**src/rtl/vga_timing_pkg.sv**
```systemverilog
// Shared VGA 640x480 @ 60 Hz timing constants and small helpers.
// Used by the sync generator and by the pixel generation stage (X_MAX/Y_MAX).
package vga_timing_pkg;

    // Width of the x / y counters handed to downstream logic
    localparam int COUNT_W = 10;

    typedef logic [COUNT_W-1:0] count_t;

    // Horizontal timing, in pixels
    localparam int VGA_H_DISPLAY = 640;
    localparam int VGA_H_FRONT   = 16;
    localparam int VGA_H_BACK    = 48;
    localparam int VGA_H_RETRACE = 96;
    localparam int VGA_H_TOTAL   = VGA_H_DISPLAY + VGA_H_FRONT + VGA_H_BACK + VGA_H_RETRACE;

    // Vertical timing, in lines
    localparam int VGA_V_DISPLAY = 480;
    localparam int VGA_V_FRONT   = 10;
    localparam int VGA_V_BACK    = 33;
    localparam int VGA_V_RETRACE = 2;
    localparam int VGA_V_TOTAL   = VGA_V_DISPLAY + VGA_V_FRONT + VGA_V_BACK + VGA_V_RETRACE;

    // Board clock cycles per pixel (100 MHz -> 25 MHz)
    localparam int VGA_CLK_DIV   = 4;

    // Largest values the counters ever reach
    localparam int VGA_X_MAX     = VGA_H_TOTAL - 1;
    localparam int VGA_Y_MAX     = VGA_V_TOTAL - 1;

    // Both sync pulses are active-low for this mode
    localparam logic SYNC_ACTIVE = 1'b0;

    // Sync pin level for a given "inside retrace" condition
    function automatic logic sync_level(input logic active);
        return active ? SYNC_ACTIVE : ~SYNC_ACTIVE;
    endfunction

    // Inclusive window test on a counter value
    function automatic logic in_window(input count_t value, input count_t lo, input count_t hi);
        return (value >= lo) && (value <= hi);
    endfunction

endpackage

```
**src/rtl/pixel_tick_div.sv**
```systemverilog
// Divides the board clock down to a one-cycle pixel enable.
// p_tick is decoded straight from the divider register, so it is low in reset.
module pixel_tick_div #(
    parameter int CLK_DIV = 4
) (
    input  logic clk,
    input  logic reset,
    output logic p_tick
);

    localparam int DIV_W = (CLK_DIV > 1) ? $clog2(CLK_DIV) : 1;
    localparam logic [DIV_W-1:0] DIV_MAX = DIV_W'(CLK_DIV - 1);

    logic [DIV_W-1:0] div_reg;
    logic [DIV_W-1:0] div_next;

    // Free-running 0..CLK_DIV-1 count, wrapping on the terminal value
    always_comb begin
        div_next = div_reg + DIV_W'(1);
        if (div_reg == DIV_MAX) begin
            div_next = '0;
        end
    end

    // Divider register, cleared by the active-low synchronous reset
    always_ff @(posedge clk) begin
        if (!reset) begin
            div_reg <= '0;
        end else begin
            div_reg <= div_next;
        end
    end

    assign p_tick = (div_reg == DIV_MAX);

endmodule

```
**src/rtl/vga_sync_gen.sv**
```systemverilog
// VGA sync generator: pixel/line counters, sync pulses and line/frame strobes.
// Sync outputs are registered from the next count so they move on the same
// edge as x / y; video_on is decoded from the registered counts.
module vga_sync_gen
    import vga_timing_pkg::*;
#(
    parameter int H_DISPLAY = VGA_H_DISPLAY,
    parameter int H_FRONT   = VGA_H_FRONT,
    parameter int H_BACK    = VGA_H_BACK,
    parameter int H_RETRACE = VGA_H_RETRACE,
    parameter int V_DISPLAY = VGA_V_DISPLAY,
    parameter int V_FRONT   = VGA_V_FRONT,
    parameter int V_BACK    = VGA_V_BACK,
    parameter int V_RETRACE = VGA_V_RETRACE,
    parameter int CLK_DIV   = VGA_CLK_DIV
) (
    input  logic               clk,
    input  logic               reset,
    output logic               p_tick,
    output logic [COUNT_W-1:0] x,
    output logic [COUNT_W-1:0] y,
    output logic               video_on,
    output logic               hsync,
    output logic               vsync,
    output logic               line_tick,
    output logic               frame_tick
);

    localparam int H_TOTAL = H_DISPLAY + H_FRONT + H_BACK + H_RETRACE;
    localparam int V_TOTAL = V_DISPLAY + V_FRONT + V_BACK + V_RETRACE;

    localparam count_t H_MAX    = count_t'(H_TOTAL - 1);
    localparam count_t V_MAX    = count_t'(V_TOTAL - 1);
    localparam count_t H_VIS    = count_t'(H_DISPLAY);
    localparam count_t V_VIS    = count_t'(V_DISPLAY);
    localparam count_t HS_START = count_t'(H_DISPLAY + H_FRONT);
    localparam count_t HS_END   = count_t'(H_DISPLAY + H_FRONT + H_RETRACE - 1);
    localparam count_t VS_START = count_t'(V_DISPLAY + V_FRONT);
    localparam count_t VS_END   = count_t'(V_DISPLAY + V_FRONT + V_RETRACE - 1);

    logic   pix_tick;
    count_t h_count_reg;
    count_t h_count_next;
    count_t v_count_reg;
    count_t v_count_next;
    logic   h_wrap;
    logic   v_wrap;
    logic   hsync_reg;
    logic   vsync_reg;
    logic   line_tick_reg;
    logic   frame_tick_reg;

    pixel_tick_div #(
        .CLK_DIV (CLK_DIV)
    ) u_pixel_tick_div (
        .clk    (clk),
        .reset  (reset),
        .p_tick (pix_tick)
    );

    // Next-count logic: x steps on every pixel enable, y only when x wraps
    always_comb begin
        h_wrap       = pix_tick && (h_count_reg == H_MAX);
        v_wrap       = h_wrap && (v_count_reg == V_MAX);
        h_count_next = h_count_reg;
        v_count_next = v_count_reg;
        if (pix_tick) begin
            h_count_next = h_wrap ? '0 : h_count_reg + count_t'(1);
        end
        if (h_wrap) begin
            v_count_next = v_wrap ? '0 : v_count_reg + count_t'(1);
        end
    end

    // Counter registers; a reset anywhere in the frame restarts at the origin
    always_ff @(posedge clk) begin
        if (!reset) begin
            h_count_reg <= '0;
            v_count_reg <= '0;
        end else begin
            h_count_reg <= h_count_next;
            v_count_reg <= v_count_next;
        end
    end

    // Sync pulses and line/frame strobes, aligned with the counter update
    always_ff @(posedge clk) begin
        if (!reset) begin
            hsync_reg      <= ~SYNC_ACTIVE;
            vsync_reg      <= ~SYNC_ACTIVE;
            line_tick_reg  <= 1'b0;
            frame_tick_reg <= 1'b0;
        end else begin
            hsync_reg      <= sync_level(in_window(h_count_next, HS_START, HS_END));
            vsync_reg      <= sync_level(in_window(v_count_next, VS_START, VS_END));
            line_tick_reg  <= h_wrap;
            frame_tick_reg <= v_wrap;
        end
    end

    assign p_tick     = pix_tick;
    assign x          = h_count_reg;
    assign y          = v_count_reg;
    assign video_on   = (h_count_reg < H_VIS) && (v_count_reg < V_VIS);
    assign hsync      = hsync_reg;
    assign vsync      = vsync_reg;
    assign line_tick  = line_tick_reg;
    assign frame_tick = frame_tick_reg;

endmodule

```
**config.mk**
```make
export PLATFORM = sky130hd
export DESIGN_NAME = vga_sync_gen
export DESIGN_NICKNAME = d
export VERILOG_FILES = /design/src/rtl/vga_timing_pkg.sv /design/src/rtl/pixel_tick_div.sv /design/src/rtl/vga_sync_gen.sv
export SDC_FILE = /design/constraint.sdc
export NUM_CORES = 1
export LEC_CHECK = 0
export BUFFER_PORTS_ARGS = -buffer_cell sky130_fd_sc_hd__buf_2
export CAP_MARGIN = 15
export CORE_ASPECT_RATIO = 0.6
export CORE_UTILIZATION = 25
export DETAILED_ROUTE_END_ITERATION = 10
export PLACE_DENSITY_LB_ADDON = 0.2
export SETUP_SLACK_MARGIN = 0.5
export SLEW_MARGIN = 10
export SYNTH_ARGS = -nofsm -noshare
export SYNTH_HDL_FRONTEND = slang
export SYNTH_SLANG_ARGS = --single-unit
```
**constraint.sdc**
```tcl
create_clock -name clk -period 1.91 [get_ports clk]
set_input_delay 0.0955 -clock clk [delete_from_list [all_inputs] [get_ports clk]]
set_output_delay 0.0955 -clock clk [all_outputs]
set_load 0.01 [all_outputs]
```
==> metrics.cfg <==
[power]
p_leak_nw = 0.892
pwr-share-comb_pct = 4.8
fin_total_pwr_mw = 1.07
switching_share_pct = 21.0
switching_power_uw = 225
power_frac_clock_pct = 43.9
irDropWorstVdd_mv = 0.253
seq_power_share_pct = 51.2
p_int_uw = 846
power.density_mw_per_mm2 = 510

[clock_network]
cts_sinks = 26
clockRootBuffer = clkbuf_8
cts_tree = built
h-tree-depth = 1
clk_pin_slew_ns = 0.10
numCtsBuffers = 3
clk_latency_ns = 0.28
cts.path.max_buffers = 2

[timing]
setup_violations = 0
slew_violations = 0
fin_crit_ns = 1.74
tightest_slew_ns = 0.455
hold_viol = 0
clock.fmax_mhz = 573
relSlewSlack_pct = 69.6
tns_ns = 0
rsz0062_at_grt = true
period_share_pct = 91.3
finClkSkew_ns = 0.00838
layout_setup_ws_ns = 0.165

[critical_path]
cp-start-kind = flop
crit_path_end_kind = flop
crit_type = reg2reg
critical_path_required_ns = 2.13
cp_data_arrival_time_ns = 1.96
slowest_delay_ns = 0.38
critical_path.slowest_cell = or3_1
reg2reg_slack_ns = 0.17
worstPathCellList = ha_4 > and4_4 > buf_4 > nand3_2 > xor2_2 > or3_1 > nand4_1
cp_max_fo = 5

[logic_synthesis]
syn_area_per_cell_sq_um = 9.02
synth_cell_types = 42
seq_area_frac_synth_pct = 39.0
syn_nets = 154
async_flop_share_pct = 0
syn-cell-area_sq_mm = 0.00134
synth_top_area_share_pct = 39.0
synth_cells = 148
yosys_most_used_dff = dfxtp_1
ys_warn_count = 0
synth-edff-count = 0
yosysMostFrequentCell = dfxtp_1
synth.top_cells.by_area = dfxtp_1, nor2_1, nand4_1, xor2_1, xnor2_1
synthTopCellsByCount = dfxtp_1, nor2_1, nand4_1, nand2_1, xor2_1
synth_top_area_cell = dfxtp_1
synth_seq_cells = 26

[floorplanning]
coreArea_sq_mm = 0.00510
dieArea_sq_mm = 0.00565
die_h_um = 58.6
die_w_um = 96.3
ioPinCount = 28
rows = 20
start_util_pct = 26.2

[worst_hold_path]
hp-class = in2reg

[job]
cap_violations = 0

[drt]
vias_per_cell = 4.85
wl_per_cell_um = 14.4
drc = 0
drtIter0Drc = 69
vias = 1304
detail-route-antenna-nets = 0
drt_wl_total_um = 3870
first_pass_iters = 4

[global_route]
grt_usage_pct = 14.3
grt_antenna_before_repair = 0
overflow = 0
grt_max_degree = 16
grt_pass1_vias = 1221
grt_pass1_wl_um = 6130

[finish]
final_area_sq_mm = 0.00210
area_delta_synth_final_pct = 57.3
fill_cells = 502
drive_gt1_share_pct = 54.7
antenna_cells = 0
nNetsFinal = 210
final_util_pct = 41.1

[placed_design]
place_worst_setup_slack_ns = 0.0493
placed_area_sq_mm = 0.00166
gp_congestion = 0.790
dpl.hpwl_um = 2510
port_buffers = 27

[run_status]
outcome = complete, no violations

final cells by class:
class | instances | area, sq um | share of cell area, %
timing repair buffer | 59 | 417 | 19.8
tap | 66 | 82.6 | 3.93
clock buffer | 3 | 41.3 | 1.97
clock inverter | 1 | 30.0 | 1.43
sequential | 26 | 547 | 26.0
multi-input combinational | 109 | 963 | 45.9
inverter | 5 | 18.8 | 0.894
path summary, 6_finish.rpt:
kind | startpoint | endpoint | cells after the start
worst min register to register | u_pixel_tick_div.div_reg[0]$_SDFF_PP0_ | u_pixel_tick_div.div_reg[0]$_SDFF_PP0_ | 1
worst max register to register | u_pixel_tick_div.div_reg[0]$_SDFF_PP0_ | hsync$_SDFF_PN1_ | 7
worst min-delay path | reset | x[9]$_SDFF_PN0_ | 3
worst max-delay path | u_pixel_tick_div.div_reg[0]$_SDFF_PP0_ | hsync$_SDFF_PN1_ | 7
placed cells by master, fill, tap and decap left out, types with 2 or more instances in the layout:
cell | Yosys | layout
nand3_1 | 4 | 2
nor2_4 | 0 | 2
xor2_1 | 7 | 5
dfxtp_1 | 26 | 15
o211ai_1 | 2 | 2
clkbuf_8 | 0 | 3
nor2_2 | 0 | 4
nand4_1 | 11 | 11
nor3b_1 | 2 | 2
dfxtp_4 | 0 | 5
buf_4 | 1 | 21
inv_1 | 5 | 4
dfxtp_2 | 0 | 6
xnor2_1 | 6 | 4
nand3_2 | 0 | 2
o21ai_0 | 3 | 2
xor2_2 | 0 | 2
buf_6 | 2 | 11
ha_4 | 0 | 2
nor3_1 | 4 | 3
xnor2_2 | 0 | 2
nand2_1 | 9 | 6
a21oi_1 | 4 | 3
or3_4 | 0 | 2
and3b_1 | 2 | 2
and4b_1 | 2 | 2
nor2_1 | 24 | 18
buf_2 | 3 | 27
or3_1 | 4 | 2
timing repair:
item,CTS,global route
hold buffers,0,0
gates cloned,0,0
gates resized for setup,43,21
endpoints found under the setup margin,19,24
buffers inserted,12,3
pin swaps,25,7
through the flow:
| stage | instances | hold WS (ns) |
|---|---|---|
| 2_1_floorplan | 148 | 0.230 |
| 3_3_place_gp | 250 | 0.418 |
| 3_5_place_dp | 250 | 0.415 |
| 4_1_cts | 266 | 0.162 |
| 5_1_grt | 269 | 0.168 |
| 6_report | 269 | 0.168 |
logic make-up (layout without fill, tap and decap cells):
group	Yosys count	count (layout)	share of synthesized area, %
xor gates and xnor gates	13	13	8.53
and+or+nand+nor	75	75	33.3
AOI/OAI and AO/OA	15	15	8.53
buffers and inverters	13	68	5.34
DFF	26	26	39.0
adders and majority gates	4	4	3.75
muxes	2	2	1.59
layer usage:
layer / vias up / global-route usage [%] / wire (um)
met5: - / 0 / 0
met4: 0 / 4.62 / 75
met3: 6 / 3.10 / 183
met2: 27 / 20.5 / 1680
met1: 636 / 21.3 / 1920
li1: 635 / - / -
power by group through the flow:
stage                     Clock (mW)  Sequential, mW  Combinational [mW]
after floorplan                    0           0.570              0.0257
after global placement             0           0.568              0.0399
after detailed placement           0           0.568              0.0413
after CTS                      0.480           0.549              0.0470
after global routing           0.509           0.550              0.0578
final                          0.470           0.548              0.0518
worst max-delay path: cells and delay by family, from the launching register on:
| family | cells | cell delay, ns |
|---|---|---|
| flip-flops | 1 | 0.36 |
| buffers and inverters | 1 | 0.14 |
| AND/OR/NAND/NOR | 4 | 0.85 |
| adder cells (fa/ha/maj) | 1 | 0.14 |
| XOR/XNOR | 1 | 0.21 |
Note: power is estimated with default switching activity, not from simulation.
